`src/rtl/mem_request_ctrl_pkg.sv`:
```
// Shared types for the memory request sequencer.
// Optional perf counters are enabled with MEM_REQ_PERF_EN.
package mem_request_ctrl_pkg;

   typedef logic [31:0] word_t;

   typedef enum logic [1:0] {
      IFETCH = 2'd0,
      DWAIT  = 2'd1,
      HALTED = 2'd2
   } reqstate_t;

   localparam int REQ_WAIT_LIMIT_DEF = 256;

endpackage

```
`src/rtl/mem_request_ctrl_if.sv`:
```
// Control-unit / cache-side bundle of the request sequencer.
// MEM_REQ_PERF_EN adds the instr_cnt / stall_cnt outputs.
interface mem_request_ctrl_if;
`ifdef MEM_REQ_PERF_EN
   import mem_request_ctrl_pkg::*;
`endif

   logic ihit;
   logic dhit;
   logic dren_req;
   logic dwen_req;
   logic regwr_req;
   logic halt_req;
   logic iREN;
   logic dREN;
   logic dWEN;
   logic pc_en;
   logic rf_wen;
   logic halt;
   logic err;
`ifdef MEM_REQ_PERF_EN
   word_t instr_cnt;
   word_t stall_cnt;

   modport master (
      input  ihit, dhit, dren_req, dwen_req,
      input  regwr_req, halt_req,
      output iREN, dREN, dWEN, pc_en, rf_wen,
      output halt, err, instr_cnt, stall_cnt
   );

   modport slave (
      output ihit, dhit, dren_req, dwen_req,
      output regwr_req, halt_req,
      input  iREN, dREN, dWEN, pc_en, rf_wen,
      input  halt, err, instr_cnt, stall_cnt
   );
`else
   modport master (
      input  ihit, dhit, dren_req, dwen_req,
      input  regwr_req, halt_req,
      output iREN, dREN, dWEN, pc_en, rf_wen,
      output halt, err
   );

   modport slave (
      output ihit, dhit, dren_req, dwen_req,
      output regwr_req, halt_req,
      input  iREN, dREN, dWEN, pc_en, rf_wen,
      input  halt, err
   );
`endif

endinterface

```
`src/rtl/mem_request_ctrl_sat_counter.sv`:
```
// Up-counter with clear priority and optional saturation at limit.
// With SAT_EN=0 it simply wraps modulo 2^W.
module mem_request_ctrl_sat_counter #(
   parameter int W      = 16,
   parameter bit SAT_EN = 1'b1
) (
   input  logic         CLK,
   input  logic         RST,
   input  logic         clr,
   input  logic         inc,
   input  logic [W-1:0] limit,
   output logic [W-1:0] cnt,
   output logic         sat
);

   assign sat = SAT_EN && (cnt == limit);

   // Clear wins over increment; a saturated count holds.
   always_ff @(posedge CLK or posedge RST) begin
      if (RST) begin
         cnt <= '0;
      end else if (clr) begin
         cnt <= '0;
      end else if (inc && !sat) begin
         cnt <= cnt + 1'b1;
      end
   end

endmodule

```
`src/rtl/mem_request_ctrl.sv`:
```
// Fetch/data-phase sequencer qualifying PC advance and RF writes.
// Define MEM_REQ_PERF_EN to add instruction and stall counters.
module mem_request_ctrl
   import mem_request_ctrl_pkg::*;
#(
   parameter int WAIT_LIMIT = REQ_WAIT_LIMIT_DEF,
   parameter int CNT_W      = 16
) (
   input logic               CLK,
   input logic               RST,
   mem_request_ctrl_if.master bus
);

   reqstate_t        state;
   logic             ld_q;
   logic             st_q;
   logic             err_q;
   logic [CNT_W-1:0] wait_cnt;
   logic             wait_sat;
   logic             wait_inc;
   logic             in_if;
   logic             in_dw;
   logic             in_ht;
   logic             ifire;
   logic             dfire;
   logic             mem_op;
   logic             pc_en;

   assign in_if  = (state == IFETCH);
   assign in_dw  = (state == DWAIT);
   assign in_ht  = (state == HALTED);
   assign ifire  = in_if & bus.ihit;
   assign dfire  = in_dw & bus.dhit;
   assign mem_op = bus.dren_req | bus.dwen_req;

   // Only an unanswered in-phase request counts; any hit or state
   // change restarts the wait.
   assign wait_inc = (in_if & ~bus.ihit) | (in_dw & ~bus.dhit);

   mem_request_ctrl_sat_counter #(
      .W      (CNT_W),
      .SAT_EN (1'b1)
   ) u_wait (
      .CLK   (CLK),
      .RST   (RST),
      .clr   (~wait_inc),
      .inc   (wait_inc),
      .limit (CNT_W'(WAIT_LIMIT)),
      .cnt   (wait_cnt),
      .sat   (wait_sat)
   );

   // Phase sequencing; HALT outranks a memory decode on the same ihit.
   always_ff @(posedge CLK or posedge RST) begin
      if (RST) begin
         state <= IFETCH;
         ld_q  <= 1'b0;
         st_q  <= 1'b0;
      end else begin
         unique case (state)
            IFETCH: begin
               if (bus.ihit) begin
                  if (bus.halt_req) begin
                     state <= HALTED;
                  end else if (mem_op) begin
                     ld_q  <= bus.dren_req;
                     st_q  <= bus.dwen_req;
                     state <= DWAIT;
                  end
               end
            end
            DWAIT: begin
               if (bus.dhit) begin
                  ld_q  <= 1'b0;
                  st_q  <= 1'b0;
                  state <= IFETCH;
               end
            end
            HALTED: state <= HALTED;
            default: state <= IFETCH;
         endcase
      end
   end

   // Timeout is sticky until reset; requests keep going regardless.
   always_ff @(posedge CLK or posedge RST) begin
      if (RST) begin
         err_q <= 1'b0;
      end else if (wait_sat) begin
         err_q <= 1'b1;
      end
   end

   // Store wins an illegal load+store decode.
   assign pc_en = ~RST & ((ifire & ~bus.halt_req & ~mem_op) | dfire);

   assign bus.iREN   = ~RST & in_if;
   assign bus.dREN   = ~RST & in_dw & ld_q & ~st_q;
   assign bus.dWEN   = ~RST & in_dw & st_q;
   assign bus.pc_en  = pc_en;
   assign bus.rf_wen = pc_en & bus.regwr_req;
   assign bus.halt   = ~RST & in_ht;
   assign bus.err    = ~RST & (err_q | wait_sat);

`ifdef MEM_REQ_PERF_EN
   word_t instr_cnt;
   word_t stall_cnt;
   logic  instr_wrap;
   logic  stall_wrap;

   mem_request_ctrl_sat_counter #(
      .W      (32),
      .SAT_EN (1'b0)
   ) u_instr (
      .CLK   (CLK),
      .RST   (RST),
      .clr   (1'b0),
      .inc   (pc_en | (ifire & bus.halt_req)),
      .limit ('0),
      .cnt   (instr_cnt),
      .sat   (instr_wrap)
   );

   mem_request_ctrl_sat_counter #(
      .W      (32),
      .SAT_EN (1'b0)
   ) u_stall (
      .CLK   (CLK),
      .RST   (RST),
      .clr   (1'b0),
      .inc   (~in_ht & ~pc_en),
      .limit ('0),
      .cnt   (stall_cnt),
      .sat   (stall_wrap)
   );

   assign bus.instr_cnt = instr_cnt;
   assign bus.stall_cnt = stall_cnt;
`endif

endmodule

```
`src/flat_wrapper.sv`:
```
// flat-port wrapper written by rule: the top's interface ports become plain ports
module mem_request_ctrl_flat import mem_request_ctrl_pkg::*;
#(
   parameter int WAIT_LIMIT = REQ_WAIT_LIMIT_DEF,
   parameter int CNT_W      = 16
)
  (CLK, RST, bus_ihit, bus_dhit, bus_dren_req, bus_dwen_req, bus_regwr_req, bus_halt_req, bus_iREN, bus_dREN, bus_dWEN, bus_pc_en, bus_rf_wen, bus_halt, bus_err);
  mem_request_ctrl_if bus_i ();
  input logic CLK;
  input logic RST;
  input wire logic [$bits(bus_i.ihit)-1:0] bus_ihit;
  input wire logic [$bits(bus_i.dhit)-1:0] bus_dhit;
  input wire logic [$bits(bus_i.dren_req)-1:0] bus_dren_req;
  input wire logic [$bits(bus_i.dwen_req)-1:0] bus_dwen_req;
  input wire logic [$bits(bus_i.regwr_req)-1:0] bus_regwr_req;
  input wire logic [$bits(bus_i.halt_req)-1:0] bus_halt_req;
  output wire logic [$bits(bus_i.iREN)-1:0] bus_iREN;
  output wire logic [$bits(bus_i.dREN)-1:0] bus_dREN;
  output wire logic [$bits(bus_i.dWEN)-1:0] bus_dWEN;
  output wire logic [$bits(bus_i.pc_en)-1:0] bus_pc_en;
  output wire logic [$bits(bus_i.rf_wen)-1:0] bus_rf_wen;
  output wire logic [$bits(bus_i.halt)-1:0] bus_halt;
  output wire logic [$bits(bus_i.err)-1:0] bus_err;
  assign bus_i.ihit = bus_ihit;
  assign bus_i.dhit = bus_dhit;
  assign bus_i.dren_req = bus_dren_req;
  assign bus_i.dwen_req = bus_dwen_req;
  assign bus_i.regwr_req = bus_regwr_req;
  assign bus_i.halt_req = bus_halt_req;
  assign bus_iREN = bus_i.iREN;
  assign bus_dREN = bus_i.dREN;
  assign bus_dWEN = bus_i.dWEN;
  assign bus_pc_en = bus_i.pc_en;
  assign bus_rf_wen = bus_i.rf_wen;
  assign bus_halt = bus_i.halt;
  assign bus_err = bus_i.err;
  mem_request_ctrl #(.WAIT_LIMIT(WAIT_LIMIT), .CNT_W(CNT_W)) u_core (.CLK(CLK), .RST(RST), .bus(bus_i));
endmodule
```
`config.mk`:
```
export PLATFORM = sky130hd
export DESIGN_NAME = mem_request_ctrl_flat
export DESIGN_NICKNAME = d
export VERILOG_FILES = /design/src/rtl/mem_request_ctrl_pkg.sv /design/src/rtl/mem_request_ctrl_if.sv /design/src/rtl/mem_request_ctrl_sat_counter.sv /design/src/rtl/mem_request_ctrl.sv /design/src/flat_wrapper.sv
export SDC_FILE = /design/constraint.sdc
export NUM_CORES = 1
export LEC_CHECK = 0
export BUFFER_PORTS_ARGS = -buffer_cell sky130_fd_sc_hd__buf_2
export CORE_MARGIN = 2
export CORE_UTILIZATION = 35
export CTS_BUF_LIST = sky130_fd_sc_hd__clkbuf_16
export CTS_CLUSTER_SIZE = 14
export DETAILED_ROUTE_END_ITERATION = 10
export PLACE_DENSITY = 0.63
export SYNTH_ARGS = -nofsm -noshare
export SYNTH_HDL_FRONTEND = slang
export SYNTH_SLANG_ARGS = --single-unit
```
`constraint.sdc`:
```
create_clock -name CLK -period 3.82 [get_ports CLK]
set_clock_uncertainty 0.1 [all_clocks]
set_input_delay 0 -clock CLK [delete_from_list [all_inputs] [get_ports CLK]]
set_output_delay 0 -clock CLK [all_outputs]
set_load 0.05 [all_outputs]
```
# [Yosys cells after proc, flatten, opt, wreduce, memory -nomap -nowiden]
# Cells that the tools add are included.
[op_classes] div=0 eq_ne=9 reduce_logical=6 multipliers=0 bitwise_logic=25 addsub=1 order_cmp=0 shift=0 n_mux=16
[op_table] op="$mux 16" count=2
[op_table] op="$add 16x1->16 const B" count=1
[op_table] op="$eq 16x9->1 const B" count=1
[op_table] op="$and 1x1->1" count=15
[op_table] op="$mux 2" count=4
[op_table] op="$ne 2x2->1 const B" count=4
[op_table] op="$mux 1" count=7
[op_table] op="$not 1->1" count=6
[op_table] op="$pmux 2 s3" count=1
[op_table] op="$reduce_and 5->1" count=1
[op_table] op="$or 1x1->1" count=4
[op_table] op="$pmux 1 s2" count=2
[op_table] op="$ne 3x3->1 const B" count=1
[op_table] op="$reduce_and 3->1" count=1
[op_table] op="$eq 2x1->1 const B" count=1
[op_table] op="$eq 2x2->1 const B" count=1
[op_table] op="$logic_not 2->1" count=1
[op_table] op="$ne 2x1->1 const B" count=1
[op_table] op="$reduce_bool 2->1" count=1
[op_table] op="$logic_and 1x1->1" count=1
[op_table] op="$logic_not 1->1" count=1
[totals] word_cells=62 output_inout_bits=7 memories=0 ram_bits=0 latchBits=0 reg_bits=21 in_bits=8 romBits=0

# [Logic depth before layout (Yosys ltp)]
# Gate-level depths: netlist (run 1).
[logic_depth] depth_word=7 ltp_mapped=6 ltp_nobuf=6

# [Modules after synthesis]
# A second synthesis (run 1) with hierarchy kept.
[hier_totals] hier_cells=150 area_unflattened_um2=1426.4
[by_module_without_submodules] mod="mem_request_ctrl_sat_counter" cells_per_inst=111 area_per_inst_um2=1087.3 instances=1 seq_area_each_um2=400.4
[by_module_without_submodules] mod="mem_request_ctrl" cells_per_inst=39 area_per_inst_um2=339.1 instances=1 seq_area_each_um2=125.1

# [Worst setup path before layout (run 1)]
# No wires, ideal clock.
[synth_timing] kind="register to output" startpoint="register u_core.state[0]" endpoint="output port bus_rf_wen" path_slack_ns=1.375 required_time_ns=3.720 arrival_ns=2.345 stages_incl_launch_ff=6 n_path_buf=1 cell_sequence="dfrtp_1 > buf_6 > nor2_1 > a31oi_1 > nor3_1 > and2_1"
[synth_via] elab_chain_len=7 word_cells_on_any_way=9 cone_classes="eq/ne: 1; bitwise: 7; reduce/logical: 1"
[synth_rtl] element="start, declared" line="mem_request_ctrl.sv:14" source="reqstate_t state;"
[synth_rtl] element="start signal, assigned" line="mem_request_ctrl.sv:56" source="state <= IFETCH;"
[synth_rtl] element="start signal, assigned" line="mem_request_ctrl.sv:64" source="state <= HALTED;"
[synth_rtl] element="start signal, assigned" line="mem_request_ctrl.sv:68" source="state <= DWAIT;"
[synth_rtl] element="$logic_not 2->1" line="mem_request_ctrl.sv:29" source="assign in_if = (state == IFETCH);"
[synth_rtl] element="$and 1x1->1" line="mem_request_ctrl.sv:32" source="assign ifire = in_if & bus.ihit;"
[synth_rtl] element="$and 1x1->1 (2 in series)" line="mem_request_ctrl.sv:95" source="assign pc_en = ~RST & ((ifire & ~bus.halt_req & ~mem_op) | dfire);"
[synth_rtl] element="$or 1x1->1 *" line="mem_request_ctrl.sv:95"
[synth_rtl] element="$and 1x1->1 *" line="mem_request_ctrl.sv:95"
[synth_rtl] element="net bus_pc_en" line="flat_wrapper.sv:20" source="output wire logic [$bits(bus_i.pc_en)-1:0] bus_pc_en;"
[synth_rtl] element="$and 1x1->1 *" line="mem_request_ctrl.sv:101" source="assign bus.rf_wen = pc_en & bus.regwr_req;"
[synth_rtl] element="end, declared" line="flat_wrapper.sv:21" source="output wire logic [$bits(bus_i.rf_wen)-1:0] bus_rf_wen;"
# Mark *: on every way through the listed nets, which the timed path passes. The rest lies on a longest branch.

# [Worst setup path in the final report (run 1)]
[layout_timing] startpoint="register u_core.u_wait.cnt[0]" endpoint="output port bus_err"
[layout_via] elab_chain_len=3
[layout_rtl] element="start, declared" line="mem_request_ctrl_sat_counter.sv:12" source="output logic [W-1:0] cnt,"
[layout_rtl] element="start signal, assigned" line="mem_request_ctrl_sat_counter.sv:25" source="cnt <= cnt + 1'b1;"
[layout_rtl] element="$eq 16x9->1" line="mem_request_ctrl_sat_counter.sv:16" source="assign sat = SAT_EN && (cnt == limit);"
[layout_rtl] element="$or 1x1->1" line="mem_request_ctrl.sv:103" source="assign bus.err = ~RST & (err_q | wait_sat);"
[layout_rtl] element="$and 1x1->1" line="mem_request_ctrl.sv:103"
[layout_rtl] element="end, declared" line="flat_wrapper.sv:23" source="output wire logic [$bits(bus_i.err)-1:0] bus_err;"
# Every way passes these cells.

==> flow_summary.rst, run 1 <==
.. list-table::
   :header-rows: 1

   * - Metric
     - Value
   * - Share of power burned in combinational logic
     - 25.6%
   * - Master of the slowest instance on the critical path
     - dfrtp_1
   * - Number of fill cells
     - 323
   * - Standard-cell row count
     - 20
   * - Switching power of the nets
     - between 0.0002 and 0.00025 W
   * - Drt pass-1 iters
     - 4
   * - Largest net degree at the start of global routing
     - 23
   * - Yosys reg bits
     - 21
   * - Flip-flop and latch area
     - 526 sq um
   * - Post-synth EDFFs
     - 0
   * - Setup Buffers After CTS
     - 0
   * - Buffer levels on the longest clock path
     - 2
   * - Clock tree root buffer cell
     - clkbuf_16
   * - Number of global-route vias before repair
     - 929
   * - Height of the die
     - 61.8 um
   * - Highest metal used
     - met4
   * - Initial DRC count
     - 14
   * - CP Data Arrival Time
     - 1980 ps
   * - Global-route wire length before repair
     - 4070 um
   * - Metal-1 WL
     - 1080 um
   * - Register-to-Register Setup Slack
     - 2000 ps
   * - Antenna violations before repair
     - 0
   * - Critical register-to-register path endpoint
     - u_core.state[0]
   * - Top delay family on crit path
     - simple AND/OR/NAND/NOR gates
   * - Worst endpoint required time
     - ~3700 ps
   * - Total of max-cap violations
     - 0
   * - Crit path cell chain
     - inv_1 -> ha_1 -> nor4b_1 -> nand4_1 -> or2b_2 -> and2_1 -> buf_2
   * - Vias
     - approximately 900
   * - I/O pins
     - 15
   * - Most used cells in the layout excluding fill and tap cells
     - dfrtp_1, nor2_1, buf_2
   * - Share of layout cells above drive strength 1
     - 17.7%
   * - Util after Layout
     - a little under half
   * - Overall die width
     - 61.8 um
   * - Part of the power in registers
     - 41.4%
   * - Outcome
     - finished, final reports clean
   * - Achievable Freq
     - 480 MHz
   * - Mean cell area of the mapped netlist
     - 9.66 sq um
   * - Amount of wire on met3 after detailed routing
     - 75 um
   * - Clock network fraction of design power
     - 33.0%
   * - Port bufs
     - 14
   * - Later-pin clock latency in the skew report
     - 260 ps
   * - Number of max-slew violations in the final report
     - 0
   * - Routability congestion estimate from global placement
     - 0.822
   * - Leakage power
     - 0.608 nW
   * - Part of the Yosys area used for sequential elements
     - 45.0%
   * - Quantity of hold-fixing buffers added after cts
     - 6
   * - Power density of the placed cells
     - between 400 and 500 nW/um^2
   * - Number of warnings issued by yosys
     - 0
   * - Internal Pwr Total
     - 0.000461 W
   * - Relative slew slack
     - approximately 46%
   * - Area of the mapped netlist
     - 1170 sq um
   * - Total met2 wirelength after detailed routing
     - roughly 1000 um
   * - Remaining global-route overflow
     - 0
   * - Nets in the synthesized netlist
     - around 130
   * - Switching share of total power
     - roughly a third
   * - Count of instances resized after the clock tree is built
     - 0
   * - Post-route DRC
     - 0
   * - Number of sinks driven by the clock tree
     - 21
   * - Die Footprint
     - 3820 sq um
   * - Path length in cells of the critical path
     - 7
   * - Count of inserted antenna diode cells
     - 0
   * - Total count of hold-check failures in the final report
     - 0
   * - Syn Inst Count
     - 121
   * - Clock-pin slew on the worst setup and hold paths
     - ~60 ps
   * - TritonCTS clock tree
     - yes
   * - Slowest stage delay, CP
     - 430 ps
   * - Worst path buffer plus inverter count
     - 2
   * - CP startpoint kind
     - register
   * - Most instantiated flip-flop cell in the synthesis netlist
     - dfrtp_1
   * - Leading cell type in the layout, fill and taps excluded
     - dfrtp_1
   * - Hold Crit Class
     - input pin to register
   * - Number of levels the H-tree was split into
     - 1
   * - Detailed placer's ending HPWL
     - 1550 um
   * - Reg-to-Reg Start
     - u_core.state[1]
   * - Growth of design area from synthesis to finish
     - 20.2%
   * - Share of flip-flops with an asynchronous set or reset
     - 100%
   * - RSZ-0062 raised after global routing
     - no
   * - Endpoint type of the worst setup path
     - output pin
   * - Slew at the pin closest to its max-slew limit
     - a little over 800 ps
   * - Post-detailed-route via-to-cell ratio
     - 4.99
   * - Category of the most critical setup path
     - register to output pin
   * - Worst Reg2Reg Path Length in Cells
     - 4
   * - Sum of negative setup slack
     - 0 ps
   * - Routed len/inst
     - about 12 um
   * - Total Wirelength
     - about 2300 um
   * - Beginning of the critical path
     - u_core.u_wait.cnt[0]
   * - Fin crit share
     - 54.5%
   * - Antenna violation net count after detailed routing
     - 0
   * - Critical path destination
     - bus_err
   * - Time the final worst path needs with I/O delays and setup
     - 2080 ps
   * - Area used by multi-input combinational logic
     - 597 sq um
   * - Final Setup Violations
     - 0
   * - Number of nets in the final layout
     - 152
   * - Global routing usage summed across all routing layers
     - 14.4%
   * - Effective utilization at floorplan
     - 37.7%
   * - Number of buffers added by the clock tree synthesis step
     - 3
   * - Peak VDD IR
     - 0.000270 V
   * - Highest fanout seen on the critical path
     - 5
   * - Core ar.
     - 3100 sq um
   * - Count of cell types in the netlist
     - 39
area by class of cell:
class | count | area share (%)
repair buffers | 20 | 9.26
clock inverters | 1 | 0.534
clock buffers | 3 | 5.34
multi-input cells | 92 | 42.5
flip-flops and latches | 21 | 37.4
well taps | 44 | 3.92
inverters | 4 | 1.07
power by group through the flow:
stage          combinational [W]  sequential (W)  clock, W
6_report                0.000175        0.000284  0.000226
5_1_grt                 0.000194        0.000290  0.000243
4_1_cts                 0.000176        0.000284  0.000230
3_5_place_dp            0.000162        0.000286         0
3_3_place_gp            0.000160        0.000285         0
2_1_floorplan           0.000163        0.000265         0
metal layers:
metal / track usage (%) / vias to the layer above
met2: 24.2 / 30
li1: - / 464
met1: 18.6 / 425
met3: 1.24 / 5
met5: 0 / -
met4: 7.29 / 0
cell families after synthesis:
| group | count (synthesis) | synth area share (%) |
|---|---|---|
| compound gates | 12 | 7.07 |
| xor+xnor | 12 | 8.99 |
| fa+ha+maj | 2 | 2.14 |
| buf+inv | 8 | 3.96 |
| flops | 21 | 45.0 |
| mux | 2 | 1.71 |
| simple gates | 64 | 31.2 |
worst min-delay path: stages:
cell	delay [ps]
buf_2	100
nand2_1	50
o2bb2ai_1	130
a22o_1	120
flip-flops by register name, indices dropped and copies added, names as in the netlist:
signal / count
u_core.u_wait.cnt: 16
u_core.state: 2
u_core.err_q: 1
u_core.ld_q: 1
u_core.st_q: 1
how the worst min path moves through the flow:
stage,endpoint,from,cells after the start
3_5_place_dp,u_core.state[0],bus_dhit,2
2_1_floorplan,u_core.err_q,RST,1
5_1_grt,u_core.ld_q,bus_dren_req,4
3_3_place_gp,u_core.state[0],bus_dhit,2
6_report,u_core.ld_q,bus_dren_req,4
4_1_cts,u_core.ld_q,bus_dren_req,4
cell usage after synthesis (all sizes together), types with 3 or more instances:
master | count | area share (%)
nand4 | 5 | 2.7
a21oi | 4 | 2.0
nor3 | 6 | 3.0
inv | 4 | 1.3
xnor2 | 5 | 3.7
dfrtp | 21 | 45
nand2 | 6 | 1.9
xor2 | 7 | 5.2
nor4b | 3 | 2.8
and4 | 4 | 3.1
nor2 | 19 | 6.1
buf | 3 | 2.4
and2 | 3 | 1.8
nand3 | 5 | 2.1
per-stage QoR:
stage / hold WS [ps] / std cells / area (sq um) / setup WS [ps] / total power, W
3_3_place_gp: 110 / 175 / 1260 / 2050 / 0.000445
2_1_floorplan: -118 / 121 / 1170 / 1370 / 0.000428
6_report: 85.0 / 185 / 1410 / 1740 / 0.000686
4_1_cts: 78.8 / 185 / 1410 / 1720 / 0.000689
3_5_place_dp: 121 / 175 / 1260 / 2000 / 0.000449
5_1_grt: 111 / 185 / 1410 / 1550 / 0.000728
Note: power is estimated with default switching activity, not from simulation.
==> inputs of run 2 (changes only) <==
Settings changed: ABC_AREA set to 1, PLACE_DENSITY 0.63 to 0.64.
Clock period 3.82 ns to 1.75 ns, I/O delays scaled along.
==> flow_summary.rst, run 2 <==
.. list-table::
   :header-rows: 1

   * - Metric
     - Value
   * - Share of layout cells above drive strength 1
     - 17.6% (was 17.7%)
   * - Routability congestion estimate from global placement
     - 0.784 (was 0.822)
   * - Relative slew slack
     - 83.4% (was 45.8%)
   * - Number of max-slew violations in the final report
     - 0 (unchanged)
   * - Syn Inst Count
     - 180 (was 121)
   * - Highest fanout seen on the critical path
     - 5 (unchanged)
   * - I/O pins
     - 15 (unchanged)
   * - Hold Crit Class
     - input pin to asynchronous set/reset pin (was input pin to register)
   * - Area of the mapped netlist
     - 1270 sq um (was 1170 sq um)
   * - Slowest stage delay, CP
     - 430 ps (about the same)
   * - Height of the die
     - 64.1 um (was 61.8 um)
   * - Post-synth EDFFs
     - 0 (unchanged)
   * - Final setup margin
     - 111 ps (was 1740 ps)
   * - Detailed placer's ending HPWL
     - 1830 um (was 1550 um)
   * - Post-detailed-route via-to-cell ratio
     - 4.58 (was 4.99)
   * - Proportion of netlist area held by the largest area contributor
     - 41.5% (was 45.0%)
   * - Total count of hold-check failures in the final report
     - 0 (unchanged)
   * - Slew at the pin closest to its max-slew limit
     - 249 ps (was 812 ps)
   * - Overall die width
     - 64.1 um (was 61.8 um)
   * - Routed len/inst
     - 10.0 um (was 12.2 um)
   * - Final Setup Violations
     - 0 (unchanged)
   * - Time the final worst path needs with I/O delays and setup
     - around 1600 ps
   * - Flip-flop count of the largest register after layout
     - 16 (unchanged)
   * - Master of the slowest instance on the critical path
     - dfrtp_1 (unchanged)
   * - Category of the most critical setup path
     - register to output pin (unchanged)
   * - Leading cell type in the layout, fill and taps excluded
     - nand2_1 (was dfrtp_1)
   * - Top area cells in the synthesized netlist
     - dfrtp_1, nand2_1, nor2_1 (was dfrtp_1, nor2_1, xor2_1)
   * - Die Footprint
     - 4110 sq um (was 3820 sq um)
   * - Leakage power
     - 0.810 nW (was 0.608 nW)
   * - Later-pin clock latency in the skew report
     - 250 ps (was 260 ps)
   * - Achievable Freq
     - 610 MHz
   * - Sum of negative setup slack
     - 0 ps (unchanged)
   * - Remaining global-route overflow
     - 0 (unchanged)
   * - Antenna violation net count after detailed routing
     - 0 (unchanged)
   * - Minimum setup slack after placement
     - 211 ps (was 2000 ps)
   * - Total Wirelength
     - 2510 um (was 2250 um)
   * - Peak VDD IR
     - 0.000404 V (was 0.000270 V)
   * - TritonCTS clock tree
     - yes (unchanged)
   * - Power density of the placed cells
     - 1020 nW/um^2 (was 488 nW/um^2)
   * - Number of sinks driven by the clock tree
     - 21 (unchanged)
   * - Global routing usage summed across all routing layers
     - 14.2% (was 14.4%)
   * - Yosys reg bits
     - 21 (unchanged)
   * - Largest net degree at the start of global routing
     - 20 (was 23)
   * - Number of fill cells
     - 344 (was 323)
   * - Worst endpoint required time
     - 1650 ps (was 3720 ps)
   * - Most used cells in the layout excluding fill and tap cells
     - nand2_1, nor2_1, inv_1 (was dfrtp_1, nor2_1, buf_2)
   * - Nets in the synthesized netlist
     - 190 (was 131)
   * - Share of flip-flops with an asynchronous set or reset
     - 100% (unchanged)
   * - Initial DRC count
     - 82 (was 14)
   * - Core ar.
     - 3420 sq um (was 3100 sq um)
   * - Standard-cell row count
     - 21 (was 20)
   * - Number of nets in the final layout
     - 215 (was 152)
   * - Largest register by flop count
     - u_core.u_wait.cnt (unchanged)
   * - Crit path cell chain
     - inv_2 -> ha_1 -> nand2_1 -> nor2_4 -> nand2_2 -> a21oi_2 -> buf_6 (was inv_1 -> ha_1 -> nor4b_1 -> nand4_1 -> or2b_2 -> and2_1 -> buf_2)
   * - Outcome
     - finished, final reports clean (unchanged)
   * - CP Data Arrival Time
     - 1540 ps (was 1980 ps)
   * - Most frequently used cell type in the post-synthesis netlist
     - nand2_1 (was dfrtp_1)
   * - Number of buffers added by the clock tree synthesis step
     - 3 (unchanged)
   * - Port bufs
     - 14 (unchanged)
   * - Number of warnings issued by yosys
     - 0 (unchanged)
   * - Number of global-route vias before repair
     - 1091 (was 929)
   * - Registers with the most flip-flops
     - u_core.u_wait.cnt (16), u_core.state (2) (unchanged)
   * - Vias
     - 1144 (was 924)
   * - Most instantiated flip-flop cell in the synthesis netlist
     - dfrtp_1 (unchanged)
   * - Util after Layout
     - 45.6% (was 45.3%)
   * - Fin crit share
     - roughly 94%
   * - RSZ-0062 raised after global routing
     - yes (was no)
   * - Setup Buffers After CTS
     - 0 (unchanged)
   * - Non-filler cells, final
     - 250 (was 185)
   * - Worst path buffer plus inverter count
     - 2 (unchanged)
   * - Part of the Yosys area used for sequential elements
     - 41.5% (was 45.0%)
   * - Global-route wire length before repair
     - 4580 um (was 4070 um)
   * - Post-route DRC
     - 0 (unchanged)
   * - Mean cell area of the mapped netlist
     - 7.03 sq um (was 9.66 sq um)
   * - Largest area contributor in the netlist
     - dfrtp_1 (unchanged)
   * - Drt pass-1 iters
     - 4 (unchanged)
   * - Effective utilization at floorplan
     - 37.1% (was 37.7%)
   * - CP startpoint kind
     - register (unchanged)
   * - Number of levels the H-tree was split into
     - 1 (unchanged)
   * - Top delay family on crit path
     - flip-flops (was simple AND/OR/NAND/NOR gates)
   * - Antenna violations before repair
     - 0 (unchanged)
   * - Flip-flop and latch area
     - 526 sq um (unchanged)
   * - Growth of design area from synthesis to finish
     - 22.9% (was 20.2%)
   * - Clock-pin slew on the worst setup and hold paths
     - 50 ps (was 60 ps)
   * - Count of inserted antenna diode cells
     - 0 (unchanged)
   * - Area used by multi-input combinational logic
     - 658 sq um (was 597 sq um)
   * - Buffer levels on the longest clock path
     - 2 (unchanged)
   * - Endpoint type of the worst setup path
     - output pin (unchanged)
   * - Commonest cells in the netlist
     - nand2_1, nor2_1, inv_1 (was dfrtp_1, nor2_1, xor2_1)
   * - Total of max-cap violations
     - 0 (unchanged)
   * - Placed cell count
     - 240 (was 175)
   * - Count of cell types in the netlist
     - 25 (was 39)
   * - Clock tree root buffer cell
     - clkbuf_16 (unchanged)
## run 2: cell types whose count changed after synthesis, sizes merged, moves of 3 or more
cell	delta
inv	+20
and4	-4
and2	-3
nor2	+23
xor2	-4
nor3	-3
nand2	+51
nor4b	-3
xnor2	-4
nand3	+6
## run 2: layout make-up
type | instances | share of cell area (%)
Clock inverter | 1 | 0.241
Tap cell | 46 | 3.70
Clock buffer | 3 | 4.82
Inverter | 24 | 5.79
Sequential cell | 21 | 33.8
Timing Repair Buffer | 21 | 9.41
Multi-Input combinational cell | 134 | 42.3
## run 2: report_power, final
| part | switching (W) | internal (W) | leakage, nW |
|---|---|---|---|
| registers | 0.0000703 | 0.000548 | 0.287 |
| logic | 0.000343 | 0.000164 | 0.481 |
| clock network | 0.000166 | 0.000304 | 0.0423 |
## run 2: path summary, 6_finish.rpt
path / from / to / slack [ps] / cells after the start
hold / removal: RST / u_core.ld_q / 120 / 3
setup / recovery: u_core.u_wait.cnt[0] / bus_err / 110 / 7
min in group CLK: bus_ihit / u_core.u_wait.cnt[14] / 180 / 5
setup reg to reg: u_core.state[1] / u_core.state[0] / 180 / 5
max in group asynchronous: RST / u_core.u_wait.cnt[12] / 930 / 4
hold reg to reg: u_core.err_q / u_core.err_q / 370 / 2
## run 2: cell families (layout without fill, tap and decap cells)
family | count (synthesis) | count (layout) | share of synthesized area, %
fa+ha+maj | 2 | 2 | 1.98
buf+inv | 25 | 49 | 8.00
simple gates | 120 | 120 | 42.1
xor+xnor | 4 | 4 | 2.77
compound gates | 8 | 8 | 3.66
flops | 21 | 21 | 41.5
## run 2: stage by stage
stage	hold slack (ps)	power (W)	instance area, sq um
5_1_grt	152	0.00171	1560
3_5_place_dp	-157	0.00109	1390
3_3_place_gp	-159	0.00108	1390
2_1_floorplan	-97.8	0.000999	1270
4_1_cts	120	0.00159	1540
6_report	122	0.00159	1560
## run 2: layer usage
| layer | wire length [um] | up-vias | GRT usage, % |
|---|---|---|---|
| li1 | - | 605 | - |
| met1 | 1220 | 521 | 18.5 |
| met2 | 1160 | 13 | 22.3 |
| met3 | 65 | 5 | 2.29 |
| met4 | 63 | 0 | 8.51 |
| met5 | 0 | - | 0 |
## run 2: what timing repair did
item,CTS,global route
endpoints found under the hold margin,25,0
gates resized for setup,2,7
hold buffers,6,0
endpoints found under the setup margin,1,2
## run 2: worst register-to-register path, delay by kind of cell (launching register included)
family / cells / cell delay, ps
AOI/OAI and AO/OA: 1 / 60
buffers and inverters: 2 / 660
DFF: 1 / 440
and+or+nand+nor: 2 / 190
==> inputs of run 3 (changes only) <==
Settings changed: CORE_ASPECT_RATIO set to 2, PLACE_DENSITY 0.64 to not set, PLACE_DENSITY_LB_ADDON set to 0.15.
Clock period 1.75 ns to 1.8 ns, I/O delays scaled along.
==> flow_summary.rst, run 3 (same netlist as run 2, synthesis figures left out) <==
.. list-table::
   :header-rows: 1

   * - Metric
     - Value
   * - Outcome
     - finished, final reports clean (unchanged)
   * - Antenna violation net count after detailed routing
     - 0 (unchanged)
   * - Master of the slowest instance on the critical path
     - dfrtp_1 (unchanged)
   * - Initial DRC count
     - 25 (was 82)
   * - RSZ-0062 raised after global routing
     - no (was yes)
   * - Most used cells in the layout excluding fill and tap cells
     - nand2_1, nor2_1, dfrtp_1 (was nand2_1, nor2_1, inv_1)
   * - Slowest stage delay, CP
     - 430 ps (about the same)
   * - Largest net degree at the start of global routing
     - 18 (was 20)
   * - Number of nets in the final layout
     - 214 (was 215)
   * - Post-detailed-route via-to-cell ratio
     - 4.37 (was 4.58)
   * - Global routing usage summed across all routing layers
     - 15.3% (was 14.2%)
   * - Total Wirelength
     - 2580 um (was 2510 um)
   * - Final Setup Violations
     - 0 (unchanged)
   * - Highest fanout seen on the critical path
     - 5 (unchanged)
   * - Beginning of the critical path
     - u_core.u_wait.cnt[0] (unchanged)
   * - Total of max-cap violations
     - 0 (unchanged)
   * - Relative slew slack
     - 82.5% (was 83.4%)
   * - Number of max-slew violations in the final report
     - 0 (unchanged)
   * - Port bufs
     - 14 (unchanged)
   * - Clock tree root buffer cell
     - clkbuf_16 (unchanged)
   * - Endpoint type of the worst setup path
     - output pin (unchanged)
   * - Worst path buffer plus inverter count
     - 2 (unchanged)
   * - Hold Crit Class
     - input pin to register (was input pin to asynchronous set/reset pin)
   * - Post-route DRC
     - 0 (unchanged)
   * - Detailed placer's ending HPWL
     - 1950 um (was 1830 um)
   * - Total Power
     - 0.00156 W (was 0.00159 W)
   * - Core ar.
     - 3530 sq um (was 3420 sq um)
   * - Share of layout cells above drive strength 1
     - 17.7% (was 17.6%)
   * - TritonCTS clock tree
     - yes (unchanged)
   * - Reg-to-Reg Start
     - u_core.state[1] (unchanged)
   * - Leakage power
     - 0.800 nW (was 0.810 nW)
   * - Number of buffers added by the clock tree synthesis step
     - 3 (unchanged)
   * - Leading cell type in the layout, fill and taps excluded
     - nand2_1 (unchanged)
   * - Registers with the most flip-flops
     - u_core.u_wait.cnt (16), u_core.state (2) (unchanged)
   * - Slew at the pin closest to its max-slew limit
     - 262 ps (was 249 ps)
   * - Routability congestion estimate from global placement
     - 0.815 (was 0.784)
   * - Path length in cells of the critical path
     - 7 (unchanged)
   * - Power density of the placed cells
     - 1010 nW/um^2 (was 1020 nW/um^2)
   * - Clock-pin slew on the worst setup and hold paths
     - 60 ps (was 50 ps)
   * - Standard-cell row count
     - 31 (was 21)
   * - Peak VDD IR
     - 0.000548 V (was 0.000404 V)
   * - Drt pass-1 iters
     - 4 (unchanged)
   * - Number of global-route vias before repair
     - 1119 (was 1091)
   * - CP Data Arrival Time
     - 1570 ps (was 1540 ps)
   * - Total count of hold-check failures in the final report
     - 0 (unchanged)
   * - Time the final worst path needs with I/O delays and setup
     - 1670 ps
   * - Growth of design area from synthesis to finish
     - 22.4% (was 22.9%)
   * - Antenna violations before repair
     - 0 (unchanged)
   * - Count of inserted antenna diode cells
     - 0 (unchanged)
   * - Height of the die
     - 89.1 um (was 64.1 um)
   * - Fin crit share
     - 92.6%
   * - CP startpoint kind
     - register (unchanged)
   * - Achievable Freq
     - 600 MHz
   * - Worst endpoint required time
     - 1700 ps (was 1650 ps)
   * - Hold path start
     - bus_dhit
   * - Worst Reg2Reg Path Length in Cells
     - 4 (was 5)
   * - Category of the most critical setup path
     - register to output pin (unchanged)
   * - Crit path cell chain
     - inv_2 -> ha_1 -> nand2_1 -> nor2_4 -> nand2_2 -> a21oi_2 -> buf_6 (unchanged)
   * - Number of instances on the worst hold path
     - 5
   * - I/O pins
     - 15 (unchanged)
   * - Top delay family on crit path
     - flip-flops (unchanged)
   * - Number of levels the H-tree was split into
     - 1 (unchanged)
   * - Vias
     - 1100 (was 1144)
   * - Later-pin clock latency in the skew report
     - 250 ps (about the same)
   * - Flip-flop count of the largest register after layout
     - 16 (unchanged)
   * - Setup Buffers After CTS
     - 0 (unchanged)
   * - Effective utilization at floorplan
     - 35.9% (was 37.1%)
   * - Buffer levels on the longest clock path
     - 2 (unchanged)
   * - Routed len/inst
     - 10.2 um (was 10.0 um)
   * - Die Footprint
     - 4140 sq um (was 4110 sq um)
   * - Largest register by flop count
     - u_core.u_wait.cnt (unchanged)
   * - Global-route wire length before repair
     - 4690 um (was 4580 um)
   * - Sum of negative setup slack
     - 0 ps (unchanged)
   * - Remaining global-route overflow
     - 0 (unchanged)
   * - Number of sinks driven by the clock tree
     - 21 (unchanged)
   * - Overall die width
     - 46.5 um (was 64.1 um)
==> run 3: cell count changes in the layout (fill, tap and decap cells not counted), sizes merged <==
cell,before,now
inv,25,23
clkinv,0,1
clkinvlp,0,1
dlygate4sd3,6,5
==> run 3: power breakdown <==
| group | internal, W | switching, W | leakage (nW) |
|---|---|---|---|
| clock network | 0.000298 | 0.000170 | 0.0409 |
| registers | 0.000532 | 0.0000674 | 0.287 |
| logic | 0.000157 | 0.000338 | 0.472 |
| total | 0.000988 | 0.000575 | 0.800 |
==> run 3: timing repair <==
action | CTS | global route
hold endpoints to repair | 12 | 0
gates resized for setup | 1 | 7
pin swaps | 0 | 0
hold buffers | 5 | 0
endpoints found under the setup margin | 1 | 3
==> run 3: worst paths after layout <==
kind	to	slack [ps]
max in group asynchronous	u_core.u_wait.cnt[14]	990
hold / removal	u_core.state[1]	160
setup / recovery	bus_err	130
setup reg to reg	u_core.state[0]	180
hold reg to reg	u_core.err_q	360
min in group asynchronous	u_core.ld_q	180
==> run 3: layout make-up <==
type | count | area, sq um
Clock buffer | 3 | 75.1
Fill cell | 366 | 1980
Sequential cell | 21 | 526
Timing Repair Buffer | 20 | 136
Inverter | 24 | 93.8
Multi-Input combinational cell | 134 | 653
Tap cell | 49 | 61.3
Clock inverter | 1 | 5.00
==> run 3: stage by stage <==
step | hold WS, ps | cell area [sq um] | setup WS (ps) | std cells | util [%]
2_1_floorplan | -97.8 | 1270 | 116 | 180 | -
3_3_place_gp | -50.3 | 1400 | 300 | 243 | 39.6
3_5_place_dp | -42.8 | 1400 | 252 | 243 | 39.6
4_1_cts | 165 | 1530 | 14.9 | 252 | 43.4
5_1_grt | 201 | 1550 | 6.90 | 252 | 43.9
6_report | 159 | 1550 | 134 | 252 | 43.9
==> run 3: worst register-to-register path, stage by stage (launching register included) <==
cell	delay [ps]
dfrtp_1	430
nor2_1	220
nand2_1	90
o21ai_0	160
dlygate4sd3_1	560
==> run 3: per-layer routing <==
metal  GRT usage [%]  up-vias  share of wire [%]
met5               0        -                  0
met4            7.01        0                1.0
met3            1.82        2                1.0
met2            23.7        5                 50
met1            20.8      492                 48
li1                -      601                  -
